File: src/rtl/uart_tx_packetizer_if.sv
// uart_tx_packetizer_if: payload byte stream in, framed byte stream out, plus status.
interface uart_tx_packetizer_if;
  logic [7:0] in_data;
  logic       in_valid;
  logic       in_last;
  logic       in_ready;
  logic [7:0] out_data;
  logic       out_valid;
  logic       out_ready;
  logic       busy;
  logic       trunc;
  modport master (output in_data, in_valid, in_last, out_ready,
                  input  in_ready, out_data, out_valid, busy, trunc);
  modport slave  (input  in_data, in_valid, in_last, out_ready,
                  output in_ready, out_data, out_valid, busy, trunc);
endinterface

File: src/rtl/uart_tx_packetizer.sv
// uart_tx_packetizer: buffers one payload, emits SYNC/LEN/payload frame; UART_TX_PKT_CHECKSUM_EN appends CHK.
module uart_tx_packetizer #(
  parameter int         DEPTH     = 16,
  parameter logic [7:0] SYNC_BYTE = 8'hA5
) (
  input logic clk,
  input logic rst,
  uart_tx_packetizer_if.slave bus
);
  localparam int AW = $clog2(DEPTH);
  localparam int CW = AW + 1;
  typedef enum logic [2:0] {
    COLLECT, SYNC, LEN, PAYLOAD
`ifdef UART_TX_PKT_CHECKSUM_EN
    , CHK
`endif
  } state_t;
  state_t state, state_n;
  logic [7:0] mem [DEPTH];
  logic [CW-1:0] cnt, cnt_n;
  logic [AW-1:0] rd_ptr, rd_ptr_n;
  logic [7:0] odata, odata_n;
  logic ovalid, ovalid_n, trunc_q;
  logic hs, accept, full, last_rd;
  assign hs = ovalid && bus.out_ready;
  assign accept = state == COLLECT && bus.in_valid;
  assign full = cnt == CW'(DEPTH - 1);
  assign last_rd = rd_ptr == AW'(cnt - CW'(1));
`ifdef UART_TX_PKT_CHECKSUM_EN
  logic [7:0] acc;
  always_ff @(posedge clk)
    if (rst || state == COLLECT) acc <= '0;
    else if (hs && (state == LEN || state == PAYLOAD)) acc <= acc + odata;
`endif
  always_comb begin
    state_n = state;
    cnt_n = cnt;
    rd_ptr_n = rd_ptr;
    odata_n = odata;
    ovalid_n = ovalid;
    case (state)
      COLLECT: if (accept) begin
        cnt_n = cnt + 1'b1;
        if (bus.in_last || full) begin
          state_n = SYNC;
          odata_n = SYNC_BYTE;
          ovalid_n = 1'b1;
        end
      end
      SYNC: if (hs) begin
        state_n = LEN;
        odata_n = 8'(cnt);
      end
      LEN: if (hs) begin
        state_n = PAYLOAD;
        odata_n = mem[0];
      end
      PAYLOAD: if (hs) begin
        if (last_rd) begin
`ifdef UART_TX_PKT_CHECKSUM_EN
          // the final payload byte is not yet in acc, so fold it in here
          state_n = CHK;
          odata_n = 8'h00 - (acc + odata);
`else
          state_n = COLLECT;
          odata_n = '0;
          ovalid_n = 1'b0;
          cnt_n = '0;
          rd_ptr_n = '0;
`endif
        end else begin
          rd_ptr_n = rd_ptr + 1'b1;
          odata_n = mem[rd_ptr + 1'b1];
        end
      end
`ifdef UART_TX_PKT_CHECKSUM_EN
      CHK: if (hs) begin
        state_n = COLLECT;
        odata_n = '0;
        ovalid_n = 1'b0;
        cnt_n = '0;
        rd_ptr_n = '0;
      end
`endif
      default: state_n = COLLECT;
    endcase
  end
  always_ff @(posedge clk)
    if (accept) mem[cnt[AW-1:0]] <= bus.in_data;
  always_ff @(posedge clk)
    if (rst) begin
      state <= COLLECT;
      cnt <= '0;
      rd_ptr <= '0;
      odata <= '0;
      ovalid <= 1'b0;
      trunc_q <= 1'b0;
    end else begin
      state <= state_n;
      cnt <= cnt_n;
      rd_ptr <= rd_ptr_n;
      odata <= odata_n;
      ovalid <= ovalid_n;
      trunc_q <= accept && full && !bus.in_last;
    end
  assign bus.in_ready = state == COLLECT;
  assign bus.busy = state != COLLECT;
  assign bus.out_data = odata;
  assign bus.out_valid = ovalid;
  assign bus.trunc = trunc_q;
endmodule
File: src/flat_wrapper.sv
// flat-port wrapper written by rule: the top's interface ports become plain ports
module uart_tx_packetizer_flat 
#(
  parameter int         DEPTH     = 16,
  parameter logic [7:0] SYNC_BYTE = 8'hA5
)
  (clk, rst, bus_in_data, bus_in_valid, bus_in_last, bus_out_ready, bus_in_ready, bus_out_data, bus_out_valid, bus_busy, bus_trunc);
  uart_tx_packetizer_if bus_i ();
  input logic clk;
  input logic rst;
  input wire logic [$bits(bus_i.in_data)-1:0] bus_in_data;
  input wire logic [$bits(bus_i.in_valid)-1:0] bus_in_valid;
  input wire logic [$bits(bus_i.in_last)-1:0] bus_in_last;
  input wire logic [$bits(bus_i.out_ready)-1:0] bus_out_ready;
  output wire logic [$bits(bus_i.in_ready)-1:0] bus_in_ready;
  output wire logic [$bits(bus_i.out_data)-1:0] bus_out_data;
  output wire logic [$bits(bus_i.out_valid)-1:0] bus_out_valid;
  output wire logic [$bits(bus_i.busy)-1:0] bus_busy;
  output wire logic [$bits(bus_i.trunc)-1:0] bus_trunc;
  assign bus_i.in_data = bus_in_data;
  assign bus_i.in_valid = bus_in_valid;
  assign bus_i.in_last = bus_in_last;
  assign bus_i.out_ready = bus_out_ready;
  assign bus_in_ready = bus_i.in_ready;
  assign bus_out_data = bus_i.out_data;
  assign bus_out_valid = bus_i.out_valid;
  assign bus_busy = bus_i.busy;
  assign bus_trunc = bus_i.trunc;
  uart_tx_packetizer #(.DEPTH(DEPTH), .SYNC_BYTE(SYNC_BYTE)) u_core (.clk(clk), .rst(rst), .bus(bus_i));
endmodule
File: config.mk
export PLATFORM = sky130hd
export DESIGN_NAME = uart_tx_packetizer_flat
export DESIGN_NICKNAME = d
export VERILOG_FILES = /design/src/rtl/uart_tx_packetizer_if.sv /design/src/rtl/uart_tx_packetizer.sv /design/src/flat_wrapper.sv
export SDC_FILE = /design/constraint.sdc
export NUM_CORES = 1
export LEC_CHECK = 0
export BUFFER_PORTS_ARGS = -buffer_cell sky130_fd_sc_hd__buf_4
export CORE_MARGIN = 3
export CORE_UTILIZATION = 60
export DETAILED_ROUTE_END_ITERATION = 16
export PLACE_DENSITY = 0.78
export SLEW_MARGIN = 5
export SYNTH_ARGS = -nofsm -noshare
export SYNTH_HDL_FRONTEND = slang
export SYNTH_SLANG_ARGS = --single-unit
File: constraint.sdc
create_clock -name clk -period 2.4 [get_ports clk]
set_clock_uncertainty 0.15 [all_clocks]
set_input_delay 0.48 -clock clk [delete_from_list [all_inputs] [get_ports clk]]
set_output_delay 0.48 -clock clk [all_outputs]
set_load 0.005 [all_outputs]
==> impl_metrics.json <==
{
  "grt_usage_pct": 26.9,
  "cp-end-kind": "flop",
  "synth_top_area_share_pct": 60.7,
  "required_ps": 2670,
  "stdcell_area_mm2": 0.00747,
  "peakVddDrop_uv": 533,
  "dp.cells": 562,
  "min_path_type": "input pin to flop",
  "place_area_mm2": 0.00687,
  "areaGrowthSynthToFinish_pct": 18.1,
  "nNetsFinal": 472,
  "yosys-top-cells-area": "edfxtp_1 61%, mux4_2 11%, dfxtp_1 6.6%",
  "grt_pass1_vias": 3969,
  "slowest_delay_ps": 520,
  "slowest_stage": "mux4_2",
  "core.rowCount": 36,
  "r2r-start": "u_core.rd_ptr[0]$_SDFFE_PP0P_",
  "p_sw_mw": 1.96,
  "rsz0062_at_grt": "false",
  "cts_buffers": 17,
  "slew_headroom_pct": 53.9,
  "numClockSinks": 149,
  "synth_area_mm2": 0.00633,
  "cts_setup_buffers": 0,
  "wire_per_inst_um": 24.6,
  "fin_crit_sh_pct": 95.3,
  "synth.distinct_cells": 52,
  "first_pass_iters": 5,
  "crit_chain": "ha_1, buf_12, mux2i_1, mux4_2, nand3_1, a21boi_1, a2111oi_2",
  "routed-via-count": 3856,
  "status": "finished, final reports clean",
  "p_clk_share_pct": 37.0,
  "crit_type": "flop to flop",
  "drc": 0,
  "fmax_ghz": 0.437,
  "async_flop_share_pct": 0,
  "yosys.area.top_type": "edfxtp_1",
  "worst_slack_ps": 113,
  "grt_max_degree": 35,
  "fillers": 615,
  "whs_ps": 63.2,
  "leakage_nw": 2.57,
  "syn_nets": 411,
  "yosysSeqAreaShare_pct": 67.4,
  "setup_viol": 0,
  "io_buffers": 24,
  "start_util_pct": 63.3,
  "final_cells": 594,
  "multiInputGateArea_mm2": 0.00195,
  "cp-start-kind": "flop",
  "arrival_ps": 2550,
  "routed_wl_um": 14600,
  "cts_tree": "yes",
  "die_area_mm2": 0.0118,
  "hold_violations": 0,
  "clk_pin_slew_ps": 70,
  "p_sw_share_pct": 28.0,
  "p_int_mw": 5.03,
  "syn_inst": 387,
  "ios": 25,
  "drtIter0Drc": 372,
  "worstPathMaxFanout": 20,
  "cts_root_buffer": "clkbuf_8",
  "finalPower_mw": 6.99,
  "grt_pass1_wl_um": 22500,
  "hold_start": "bus_in_last",
  "seqCellArea_mm2": 0.00427,
  "pre_cts_slack_ps": -182,
  "reg2reg_slack_ps": 110,
  "routabilityCongestion": 0.889,
  "die_h_um": 109,
  "fp.dieW_um": 109,
  "min_period_ps": 2290,
  "synth_edf_count": 128,
  "drive_gt1_share_pct": 29.3,
  "ant_nets": 0,
  "maxCapViolations": 0,
  "syn_avg_cell_area_um2": 16.4,
  "comb_power_share_pct": 18.3,
  "antenna_found_initial": 0,
  "slew_violations": 0,
  "hold-path-endpoint": "u_core.bus.trunc$_SDFF_PP0_",
  "antennaDiodeCount": 0,
  "worst_pin_slew_ps": 689,
  "clockBufferDepth": 2,
  "dp_hpwl_um": 9450,
  "timing.rr.end": "u_core.bus.out_data[0]$_SDFFE_PP0P_",
  "holdPathStages": 3,
  "htree_num_levels": 4,
  "r2r_cells": 7,
  "yosysWarnings": 0,
  "ys_ff_latch": 149,
  "grt_overflow": 0,
  "power.density_mw_per_mm2": 936,
  "core_mm2": 0.0100,
  "clock_latency_ps": 520,
  "synth_flop_cell": "edfxtp_1",
  "power.share.sequential_pct": 44.7,
  "via_per_inst": 6.49
}
[worst max-delay path, delay by kind of cell (launching register included)]
family / cells / cell delay, ps
AOI/OAI and AO/OA: 2 / 380
muxes: 2 / 680
DFF: 1 / 340
and+or+nand+nor: 1 / 100
adders and majority gates: 1 / 330
buffers and inverters: 1 / 180
[cell families (layout without fill, tap and decap cells)]
logic type | Yosys count | in the layout | synth area share [%]
and+or+nand+nor | 95 | 95 | 7.59
AOI/OAI and AO/OA | 54 | 54 | 6.35
buffers and inverters | 26 | 100 | 2.17
adders and majority gates | 11 | 11 | 2.17
muxes | 43 | 43 | 12.7
DFF | 149 | 149 | 67.4
xor gates and xnor gates | 9 | 9 | 1.60
[timing repair]
item | 4_1_cts | 5_1_grt
setup endpoints to repair | 6 | 9
resized for setup | 2 | 2
hold buffers | 0 | 0
hold endpoints to repair | 0 | 0
gates cloned | 0 | 0
[worst max path at each step]
stage / startpoint / depth (start not counted) / endpoint / slack [ps]
after floorplan: u_core.state[0]$_SDFFE_PP0P_ / 9 / u_core.bus.out_data[0]$_SDFFE_PP0P_ / 270
after global placement: u_core.state[0]$_SDFFE_PP0P_ / 6 / u_core.bus.out_data[0]$_SDFFE_PP0P_ / -40
after detailed placement: u_core.state[0]$_SDFFE_PP0P_ / 6 / u_core.bus.out_data[2]$_SDFFE_PP0P_ / -180
after CTS: u_core.cnt[1]$_SDFFE_PP0P_ / 8 / u_core.bus.out_data[5]$_SDFFE_PP0P_ / 20
after global routing: u_core.cnt[0]$_SDFFE_PP0P_ / 7 / u_core.state[1]$_SDFFE_PP0P_ / 10
final: u_core.rd_ptr[0]$_SDFFE_PP0P_ / 7 / u_core.bus.out_data[0]$_SDFFE_PP0P_ / 110
[stage by stage]
step	setup TNS (ps)	util (%)
after floorplan	0	-
after global placement	-126	68.7
after detailed placement	-797	68.7
after CTS	0	74.6
after global routing	0	74.7
final	0	74.7
[flip-flops by register name, summed over array words and instances (netlist names)]
register and cells:
u_core.mem 128, u_core.bus.out_data 8, u_core.bus.out_valid 1, u_core.bus.trunc 1, u_core.state 2, u_core.cnt 5
u_core.rd_ptr 4
[power by group through the flow]
stage / Combinational (mW) / Clock [mW] / Sequential, mW
after global placement: 1.21 / 0 / 3.17
after CTS: 1.27 / 2.60 / 3.12
after detailed placement: 1.25 / 0 / 3.17
after global routing: 1.39 / 2.72 / 3.14
final: 1.28 / 2.59 / 3.12
after floorplan: 0.762 / 0 / 3.13
[Yosys cell counts, types with 2 or more instances]
master / n
a2111oi_2: 2
a211oi_1: 2
a21boi_1: 2
a21oi_1: 11
a22o_1: 3
a22oi_1: 6
and3_1: 8
buf_2: 8
buf_4: 4
buf_6: 2
clkbuf_1: 4
dfxtp_1: 21
edfxtp_1: 128
ha_1: 11
inv_1: 7
mux2i_1: 13
mux4_2: 30
nand2_1: 29
nand2b_1: 3
nand3_1: 10
nand4_1: 4
nand4b_1: 2
nor2_1: 19
nor2b_1: 2
nor3_1: 8
nor3b_1: 2
o2111ai_1: 2
o21ai_0: 5
o21ai_1: 4
o2bb2ai_1: 4
o31ai_1: 5
xnor2_1: 4
xor2_1: 3
[layout make-up]
cell class              instances  area share (%)
flip-flops and latches        149            57.1
multi-input cells             212            26.0
repair buffers                 61            6.46
clock buffers                  17            5.54
clock inverters                15            2.26
well taps                     133            2.23
inverters                       7           0.352
[routing by layer]
| layer | vias up | global-route usage (%) | share of wire (%) |
|---|---|---|---|
| met5 | - | 0 | 0 |
| met4 | 0 | 10.0 | 2.1 |
| met3 | 25 | 7.34 | 6.7 |
| met2 | 193 | 44.2 | 52 |
| met1 | 1979 | 34.6 | 40 |
| li1 | 1659 | - | - |
[layout by cell type (no fill, tap or decap), types with 3 or more instances in the layout]
master	n
o21ai_0	5
dfxtp_1	19
nor2_1	19
o31ai_1	5
xor2_1	3
edfxtp_1	128
nand2b_1	3
buf_4	59
mux4_2	30
a22o_1	3
nand4_1	4
inv_6	5
a22oi_1	6
clkbuf_16	16
and3_1	8
a21oi_1	11
nand2_1	29
nand3_1	10
inv_1	7
nor3_1	8
mux2i_1	13
ha_1	11
xnor2_1	4
clkinv_4	4
o21ai_1	4
o2bb2ai_1	4
Note: power is estimated with default switching activity, not from simulation.
